[src/rtl/hex_display_pkg.sv]
// Shared constants for the multi-digit seven-segment display controller.
// Register layout helpers, segment bit order and the hex glyph table.
// Pure declarations; no logic, no latency, no flow control.
package hex_display_pkg;

  // CTRL register bit positions
  localparam int CTRL_DECODE_BIT   = 0;
  localparam int CTRL_BLINK_EN_BIT = 1;
  localparam int CTRL_W            = 2;

  // Segment bit order inside a 7-bit digit field: {g,f,e,d,c,b,a}
  localparam int SEG_W = 7;
  localparam int SEG_A = 0;
  localparam int SEG_B = 1;
  localparam int SEG_C = 2;
  localparam int SEG_D = 3;
  localparam int SEG_E = 4;
  localparam int SEG_F = 5;
  localparam int SEG_G = 6;

  localparam int MAX_DIGITS = 8;

  // Glyphs for 0..F, gfedcba with 1 = lit; element 15 is listed first
  localparam logic [15:0][SEG_W-1:0] HEX_SEG_TABLE = {
    7'h71, 7'h79, 7'h5E, 7'h39, 7'h7C, 7'h77, 7'h6F, 7'h7F,
    7'h07, 7'h7D, 7'h6D, 7'h66, 7'h4F, 7'h5B, 7'h06, 7'h3F
  };

  // Digit registers occupy offsets 0..nd-1; control registers follow them
  function automatic int ctrl_offset(input int nd);
    return nd;
  endfunction

  function automatic int blink_mask_offset(input int nd);
    return nd + 1;
  endfunction

endpackage

[src/rtl/hex7_seg_decode.sv]
// Combinational 4-bit hex value to seven-segment glyph (1 = lit).
// Zero latency.
// No flow control.
module hex7_seg_decode
  import hex_display_pkg::*;
(
  input  logic [3:0]       hex,
  output logic [SEG_W-1:0] seg
);

  // Table lookup of the glyph for the nibble
  always_comb begin
    seg = HEX_SEG_TABLE[hex];
  end

endmodule

[src/rtl/hex_display_ctrl.sv]
// Multi-digit seven-segment controller behind a zero-wait-state register slave;
// a register write shows on out_port one clock after the write edge; reads are combinational.
// No backpressure: every access completes in its own cycle. Optional scan outputs: HEX_DISPLAY_SCAN_EN.
module hex_display_ctrl
  import hex_display_pkg::*;
#(
  parameter int NUM_DIGITS = 6,
  parameter int BLINK_DIV  = 25000000,
  parameter int ACTIVE_LOW = 1,
  parameter int ADDR_W     = 4
`ifdef HEX_DISPLAY_SCAN_EN
  ,
  parameter int SCAN_DIV   = 50000
`endif
) (
  input  logic                      clk,
  input  logic                      reset_n,
  input  logic [ADDR_W-1:0]         address,
  input  logic                      chipselect,
  input  logic                      write_n,
  input  logic [7:0]                writedata,
  output logic [7:0]                readdata,
  output logic [SEG_W*NUM_DIGITS-1:0] out_port
`ifdef HEX_DISPLAY_SCAN_EN
  ,
  output logic [SEG_W-1:0]          scan_seg,
  output logic [NUM_DIGITS-1:0]     scan_dig
`endif
);

  localparam logic [ADDR_W-1:0] CTRL_ADDR = ADDR_W'(ctrl_offset(NUM_DIGITS));
  localparam logic [ADDR_W-1:0] MASK_ADDR = ADDR_W'(blink_mask_offset(NUM_DIGITS));
  localparam int BLINK_W = (BLINK_DIV > 2) ? $clog2(BLINK_DIV) : 1;
  localparam logic [BLINK_W-1:0] BLINK_LAST = BLINK_W'(BLINK_DIV - 1);
  localparam logic POL_LOW = (ACTIVE_LOW != 0);
  localparam logic [SEG_W*NUM_DIGITS-1:0] UNLIT_ALL = {(SEG_W*NUM_DIGITS){POL_LOW}};

  logic [NUM_DIGITS-1:0][SEG_W-1:0] digit_q;
  logic [CTRL_W-1:0]                ctrl_q;
  logic [NUM_DIGITS-1:0]            mask_q;
  logic [BLINK_W-1:0]               blink_cnt;
  logic                             blink_phase;
  logic [NUM_DIGITS-1:0][SEG_W-1:0] dec_seg;
  logic [NUM_DIGITS-1:0][SEG_W-1:0] seg_lit;
  logic [SEG_W*NUM_DIGITS-1:0]      pins_next;
  logic                             wr_en;
  logic                             unused_wdata;

  assign wr_en        = chipselect & ~write_n;
  // writedata[7] is wider than every register and is intentionally dropped
  assign unused_wdata = writedata[7];

  // Lit-segment pattern to pin level for the configured polarity
  function automatic logic [SEG_W-1:0] to_pins(input logic [SEG_W-1:0] s);
    return POL_LOW ? ~s : s;
  endfunction

  // Register file writes; unmapped addresses simply match nothing
  always_ff @(posedge clk or negedge reset_n) begin
    if (!reset_n) begin
      digit_q <= '0;
      ctrl_q  <= '0;
      mask_q  <= '0;
    end else if (wr_en) begin
      for (int k = 0; k < NUM_DIGITS; k++) begin
        if (address == ADDR_W'(k)) digit_q[k] <= writedata[SEG_W-1:0];
      end
      if (address == CTRL_ADDR) ctrl_q <= writedata[CTRL_W-1:0];
      if (address == MASK_ADDR) mask_q <= writedata[NUM_DIGITS-1:0];
    end
  end

  // Zero-wait-state read mux, zero-extended; deselected or unmapped reads return 0
  always_comb begin
    readdata = '0;
    if (chipselect) begin
      for (int k = 0; k < NUM_DIGITS; k++) begin
        if (address == ADDR_W'(k)) readdata = {1'b0, digit_q[k]};
      end
      if (address == CTRL_ADDR) readdata = {{(8-CTRL_W){1'b0}}, ctrl_q};
      if (address == MASK_ADDR) readdata = 8'(mask_q);
    end
  end

  // Blink timer; held at zero while blink is disabled so enabling starts visible
  always_ff @(posedge clk or negedge reset_n) begin
    if (!reset_n) begin
      blink_cnt   <= '0;
      blink_phase <= 1'b0;
    end else if (!ctrl_q[CTRL_BLINK_EN_BIT]) begin
      blink_cnt   <= '0;
      blink_phase <= 1'b0;
    end else if (blink_cnt == BLINK_LAST) begin
      blink_cnt   <= '0;
      blink_phase <= ~blink_phase;
    end else begin
      blink_cnt   <= blink_cnt + 1'b1;
    end
  end

  for (genvar k = 0; k < NUM_DIGITS; k++) begin : g_dec
    hex7_seg_decode u_dec (
      .hex (digit_q[k][3:0]),
      .seg (dec_seg[k])
    );
  end

  // Per-digit composition: decode or raw, blink blanking, then pin polarity
  always_comb begin
    seg_lit   = '0;
    pins_next = '0;
    for (int k = 0; k < NUM_DIGITS; k++) begin
      seg_lit[k] = ctrl_q[CTRL_DECODE_BIT] ? dec_seg[k] : digit_q[k];
      if (ctrl_q[CTRL_BLINK_EN_BIT] && mask_q[k] && blink_phase) seg_lit[k] = '0;
      pins_next[SEG_W*k +: SEG_W] = to_pins(seg_lit[k]);
    end
  end

  // Registered segment pins; reset drives every segment unlit
  always_ff @(posedge clk or negedge reset_n) begin
    if (!reset_n) out_port <= UNLIT_ALL;
    else          out_port <= pins_next;
  end

`ifdef HEX_DISPLAY_SCAN_EN
  localparam int SCAN_W = (SCAN_DIV > 2) ? $clog2(SCAN_DIV) : 1;
  localparam int IDX_W  = (NUM_DIGITS > 1) ? $clog2(NUM_DIGITS) : 1;
  localparam logic [SCAN_W-1:0] SCAN_LAST = SCAN_W'(SCAN_DIV - 1);
  localparam logic [IDX_W-1:0]  IDX_LAST  = IDX_W'(NUM_DIGITS - 1);

  logic [SCAN_W-1:0]     scan_cnt;
  logic [IDX_W-1:0]      scan_idx;
  logic [NUM_DIGITS-1:0] dig_onehot;

  // Scan timer: advance the active digit every SCAN_DIV cycles
  always_ff @(posedge clk or negedge reset_n) begin
    if (!reset_n) begin
      scan_cnt <= '0;
      scan_idx <= '0;
    end else if (scan_cnt == SCAN_LAST) begin
      scan_cnt <= '0;
      scan_idx <= (scan_idx == IDX_LAST) ? '0 : scan_idx + 1'b1;
    end else begin
      scan_cnt <= scan_cnt + 1'b1;
    end
  end

  // One-hot select of the active digit
  always_comb begin
    dig_onehot = '0;
    for (int k = 0; k < NUM_DIGITS; k++) begin
      dig_onehot[k] = (scan_idx == IDX_W'(k));
    end
  end

  // Registered scan outputs, same polarity as out_port
  always_ff @(posedge clk or negedge reset_n) begin
    if (!reset_n) begin
      scan_seg <= {SEG_W{POL_LOW}};
      scan_dig <= POL_LOW ? ~NUM_DIGITS'(1) : NUM_DIGITS'(1);
    end else begin
      scan_seg <= to_pins(seg_lit[scan_idx]);
      scan_dig <= POL_LOW ? ~dig_onehot : dig_onehot;
    end
  end
`endif

endmodule

[config.mk]
export PLATFORM = sky130hd
export DESIGN_NAME = hex_display_ctrl
export DESIGN_NICKNAME = d
export VERILOG_FILES = /design/src/rtl/hex_display_pkg.sv /design/src/rtl/hex7_seg_decode.sv /design/src/rtl/hex_display_ctrl.sv
export SDC_FILE = /design/constraint.sdc
export NUM_CORES = 1
export LEC_CHECK = 0
export BUFFER_PORTS_ARGS = -buffer_cell sky130_fd_sc_hd__buf_2
export CORE_MARGIN = 10
export CORE_UTILIZATION = 54
export DETAILED_ROUTE_END_ITERATION = 7
export HOLD_SLACK_MARGIN = 0.02
export PLACE_DENSITY = 0.77
export SKIP_LAST_GASP = 1
export SLEW_MARGIN = 20
export SYNTH_ARGS = -nofsm -noshare
export SYNTH_HDL_FRONTEND = slang
export SYNTH_SLANG_ARGS = --single-unit
[constraint.sdc]
create_clock -name clk -period 2 [get_ports clk]
set_input_delay 0.1 -clock clk [delete_from_list [all_inputs] [get_ports clk]]
set_output_delay 0.1 -clock clk [all_outputs]
set_load 0.1 [all_outputs]
==> report_table.html <==
<table>
<tr><th>Metric</th><th>Value</th></tr>
<tr><th colspan="2">GRT</th></tr>
<tr><td>First-pass GRT wire length</td><td>28800 µm</td></tr>
<tr><td>Initial antenna violation count</td><td>0</td></tr>
<tr><td>Total congestion overflow after global routing</td><td>0</td></tr>
<tr><td>Via count of the first global-routing pass</td><td>5560</td></tr>
<tr><td>Pin count of the biggest net entering global routing</td><td>50</td></tr>
<tr><td>GR Util All Layers</td><td>0.200</td></tr>
<tr><th colspan="2">Logic synthesis</th></tr>
<tr><td>Average instance area after synthesis</td><td>9.91 µm²</td></tr>
<tr><td>Fraction of synthesis flops using an asynchronous set or reset pin</td><td>1.00</td></tr>
<tr><td>Post-synthesis sequential area ratio</td><td>0.440</td></tr>
<tr><td>Number of different library cells in the post-synthesis netlist</td><td>52</td></tr>
<tr><td>Post-Synthesis Net Count</td><td>737</td></tr>
<tr><td>Area of the mapped netlist</td><td>0.00684 mm²</td></tr>
<tr><td>Number of synthesized flops with an enable pin</td><td>0</td></tr>
<tr><td>FF+latch count, synth</td><td>118</td></tr>
<tr><td>Dominant synthesized flop cell</td><td>dfrtp_1</td></tr>
<tr><td>Synthesized netlist cell count</td><td>690</td></tr>
<tr><td>Yosys warnings</td><td>0</td></tr>
<tr><th colspan="2">Setup path</th></tr>
<tr><td>Number of stages on the worst setup path</td><td>5</td></tr>
<tr><td>Crit path max-delay family</td><td>multiplexers</td></tr>
<tr><td>Crit path buffers/inverters</td><td>1</td></tr>
<tr><td>Launch point of the critical path</td><td>digit_q[24]</td></tr>
<tr><td>Element type at the critical path end</td><td>output pin</td></tr>
<tr><td>Largest stage delay on the critical path</td><td>470 ps</td></tr>
<tr><td>CP Cell Sequence</td><td>mux4_2 -&gt; nor2b_4 -&gt; a31oi_4 -&gt; o22ai_2 -&gt; buf_12</td></tr>
<tr><td>Reg-to-reg critical path startpoint</td><td>blink_cnt[2]</td></tr>
<tr><td>Terminus of the critical flop-to-flop path</td><td>blink_cnt[15]</td></tr>
<tr><td>Critical-path cell with the highest stage delay</td><td>mux4_2</td></tr>
<tr><td>Register-to-register path setup slack</td><td>100 ps</td></tr>
<tr><td>Endpoint of the most critical setup path</td><td>readdata[3]</td></tr>
<tr><td>Depth of the worst register-to-register path</td><td>5</td></tr>
<tr><td>Setup Crit Path Kind</td><td>register to output pin</td></tr>
<tr><td>Crit start category</td><td>register</td></tr>
<tr><td>Arrival time reported for the critical path endpoint</td><td>1920 ps</td></tr>
<tr><td>Max Fanout on Critical Path</td><td>2</td></tr>
<tr><td>Data required time at the worst endpoint</td><td>1900 ps</td></tr>
<tr><th colspan="2">STA</th></tr>
<tr><td>Final Max Slew Viols</td><td>0</td></tr>
<tr><td>Setup repair after global routing missed its margin</td><td>yes</td></tr>
<tr><td>Hold Fails Final Rpt</td><td>0</td></tr>
<tr><td>WHS</td><td>43.6 ps</td></tr>
<tr><td>Count of endpoints failing setup in the final report</td><td>3</td></tr>
<tr><td>Max-Slew Margin vs Limit</td><td>0.650</td></tr>
<tr><td>Fmax achieved</td><td>494 MHz</td></tr>
<tr><td>Time the worst path needs with I/O delays and setup</td><td>2020 ps</td></tr>
<tr><td>Worst Slack Setup Final</td><td>-24.4 ps</td></tr>
<tr><td>Tcrit/Tclk final</td><td>1.01</td></tr>
<tr><td>Actual transition at the worst max-transition pin</td><td>520 ps</td></tr>
<tr><td>Sum of negative setup slack</td><td>-66.3 ps</td></tr>
<tr><td>Post-route clock skew</td><td>7.17 ps</td></tr>
<tr><th colspan="2">Detailed routing</th></tr>
<tr><td>Count of vias placed by the detailed router</td><td>5522</td></tr>
<tr><td>Final routed wirelength across all metal layers</td><td>17400 µm</td></tr>
<tr><td>Average detailed-routed wire length per instance</td><td>18.3 µm</td></tr>
<tr><td>Number of vias per cell after detailed routing</td><td>5.81</td></tr>
<tr><td>Antenna violation net count after detailed routing</td><td>0</td></tr>
<tr><td>Number of detailed-routing iterations run before antenna repair</td><td>5</td></tr>
<tr><td>Drt initial violations</td><td>556</td></tr>
<tr><td>DR DRC count</td><td>0</td></tr>
<tr><th colspan="2">Pwr</th></tr>
<tr><td>Proportion of total power due to net switching</td><td>0.436</td></tr>
<tr><td>Sequential fraction of design power</td><td>0.308</td></tr>
<tr><td>Part of the power in the clock network</td><td>0.288</td></tr>
<tr><td>Internal power</td><td>6.27 mW</td></tr>
<tr><td>Worst vdd rail ir drop</td><td>1.15 mV</td></tr>
<tr><td>Power density relative to cell area</td><td>1330 mW/mm²</td></tr>
<tr><td>Leakage dissipation</td><td>3.62 nW</td></tr>
<tr><td>Power spent charging and discharging nets</td><td>4.85 mW</td></tr>
<tr><td>Combinational fraction of design power</td><td>0.404</td></tr>
<tr><td>Final Power</td><td>11.1 mW</td></tr>
<tr><th colspan="2">Cells and area</th></tr>
<tr><td>Most frequent cells in the layout</td><td>74 x dfrtp_1, 58 x nand2_1, 55 x mux2_2, 55 x buf_2, 53 x o21ai_0</td></tr>
<tr><td>Post-layout instance count excluding filler cells</td><td>950</td></tr>
<tr><td>Number of nets in the final layout</td><td>812</td></tr>
<tr><td>Area grow syn2layout</td><td>22.1%</td></tr>
<tr><td>Fill cell total of the finished layout</td><td>1003</td></tr>
<tr><td>Most common cell after layout, fill and taps aside</td><td>dfrtp_1</td></tr>
<tr><td>Number of antenna diodes</td><td>0</td></tr>
<tr><td>Ratio of cells with drive above 1 in the final layout</td><td>0.324</td></tr>
<tr><th colspan="2">Clock network</th></tr>
<tr><td>Number of buffers created by CTS</td><td>17</td></tr>
<tr><td>Number of sinks on the clock net</td><td>118</td></tr>
<tr><td>Clock-pin slew on the worst setup and hold paths</td><td>60 ps</td></tr>
<tr><td>Root buffer selected by CTS</td><td>clkbuf_16</td></tr>
<tr><td>TritonCTS clock tree</td><td>built</td></tr>
<tr><td>Source-to-sink clock delay at the later pin of the worst-skew pair</td><td>420 ps</td></tr>
<tr><td>Number of buffers on the longest clock path</td><td>2</td></tr>
<tr><td>Depth of the CTS H-tree</td><td>4</td></tr>
<tr><th colspan="2">Floorplan</th></tr>
<tr><td>Starting density of the core</td><td>0.546</td></tr>
<tr><td>Row count</td><td>41</td></tr>
<tr><td>Overall die area</td><td>0.0176 mm²</td></tr>
<tr><td>Std-Cell Core Area</td><td>0.0125 mm²</td></tr>
<tr><td>Chip height</td><td>133 µm</td></tr>
<tr><td>Boundary Pins</td><td>66</td></tr>
<tr><td>Chip width</td><td>133 µm</td></tr>
<tr><th colspan="2">Placement</th></tr>
<tr><td>DP Cell Count</td><td>914</td></tr>
<tr><td>Estimated wirelength of the detail-placed design</td><td>12200 µm</td></tr>
<tr><td>Count of port buffers added during placement</td><td>63</td></tr>
<tr><td>Pre-CTS setup slack</td><td>46.3 ps</td></tr>
<tr><td>Final weighted congestion of routability-driven global placement</td><td>0.906</td></tr>
<tr><th colspan="2">Outcome</th></tr>
<tr><td>Result of the run</td><td>finished with violations</td></tr>
<tr><td>Violated checks</td><td>setup timing</td></tr>
<tr><th colspan="2">Worst hold path</th></tr>
<tr><td>Hold Startpoint</td><td>writedata[6]</td></tr>
<tr><td>Hold WC Path Type</td><td>primary input to register</td></tr>
<tr><th colspan="2">Job</th></tr>
<tr><td>Count of maximum capacitance violations</td><td>0</td></tr>
</table>
==> synth_stat cells (all sizes together) (9+ instances only) <==
cell    instances  area, µm²
a21oi          44        220
clkbuf         36        135
dfrtp          76       1900
dfstp          42       1100
ha             31        388
inv            33        124
mux2           55        619
mux2i          29        290
nand2          58        218
nand3          25        130
nand4           9       62.6
nor2           42        158
nor2b          23        144
o211a          15        150
o211ai         12       90.1
o21ai          54        270
xnor2           9       78.8
==> stage by stage <==
stage               utilization  cell area [µm²]
CTS                       0.662             8280
floorplan                     -             6880
finish                    0.667             8340
detailed placement        0.605             7570
global route              0.667             8340
global placement          0.605             7570
==> logic make-up (layout without fill, tap and decap cells) <==
logic type               Yosys count  count (layout)  synth area share
AO/OA/AOI/OAI                    162             162             0.150
XOR/XNOR                          13              13            0.0167
adder cells (fa/ha/maj)           31              31            0.0567
buffers and inverters             77             165            0.0430
flip-flops                       118             118             0.440
multiplexers                      87              87             0.143
other                              1               1          0.000549
AND/OR/NAND/NOR                  201             201             0.151
==> power groups by stage <==
stage	clock [mW]	combinational, mW	sequential (mW)
floorplan	0	1.50	5.55
global placement	0	4.32	3.42
detailed placement	0	4.41	3.45
CTS	3.25	4.49	3.42
global route	3.35	4.76	3.49
finish	3.20	4.50	3.43
==> registers in the layout (all words and copies together), names as in the netlist <==
| register | count |
|---|---|
| digit_q | 42 |
| mask_q | 6 |
| out_port | 42 |
| blink_cnt | 25 |
| blink_phase | 1 |
| ctrl_q | 2 |
==> layout make-up <==
cell class | instances | area [µm²] | share of cell area
Multi-Input combinational cell | 495 | 3650 | 0.437
Sequential cell | 118 | 3010 | 0.360
Timing Repair Buffer | 100 | 728 | 0.0873
Clock buffer | 20 | 447 | 0.0535
Tap cell | 172 | 215 | 0.0258
Clock inverter | 12 | 176 | 0.0211
Inverter | 33 | 124 | 0.0148
==> worst reg2reg max path, cell delays in order, from the launching register on <==
cell	delay (ps)
dfrtp_1	450
nand3_2	120
or4_4	600
buf_4	180
or3_1	300
a21oi_1	170
==> repair_timing <==
action	4_1_cts	5_1_grt
endpoints found under the hold margin	50	0
resized for setup	13	13
setup buffers	3	0
setup endpoints to repair	3	10
hold buffers	1	0
pin swaps	2	3
==> routing by layer <==
| layer | track usage | part of all wire | vias to the layer above |
|---|---|---|---|
| met1 | 0.250 | 0.44 | 2729 |
| li1 | - | - | 2622 |
| met2 | 0.328 | 0.50 | 148 |
| met4 | 0.0678 | 0.015 | 0 |
| met3 | 0.0500 | 0.048 | 23 |
| met5 | 0 | 0 | - |
==> how the worst min path moves through the flow <==
stage,endpoint,slack (ps),depth (start not counted)
after floorplan,blink_cnt[0],-200,0
after global placement,blink_cnt[17],50,1
after detailed placement,blink_cnt[17],60,1
after CTS,digit_q[13],30,2
after global routing,digit_q[11],50,2
final,digit_q[13],40,2
(Power assumes the default switching activity.)
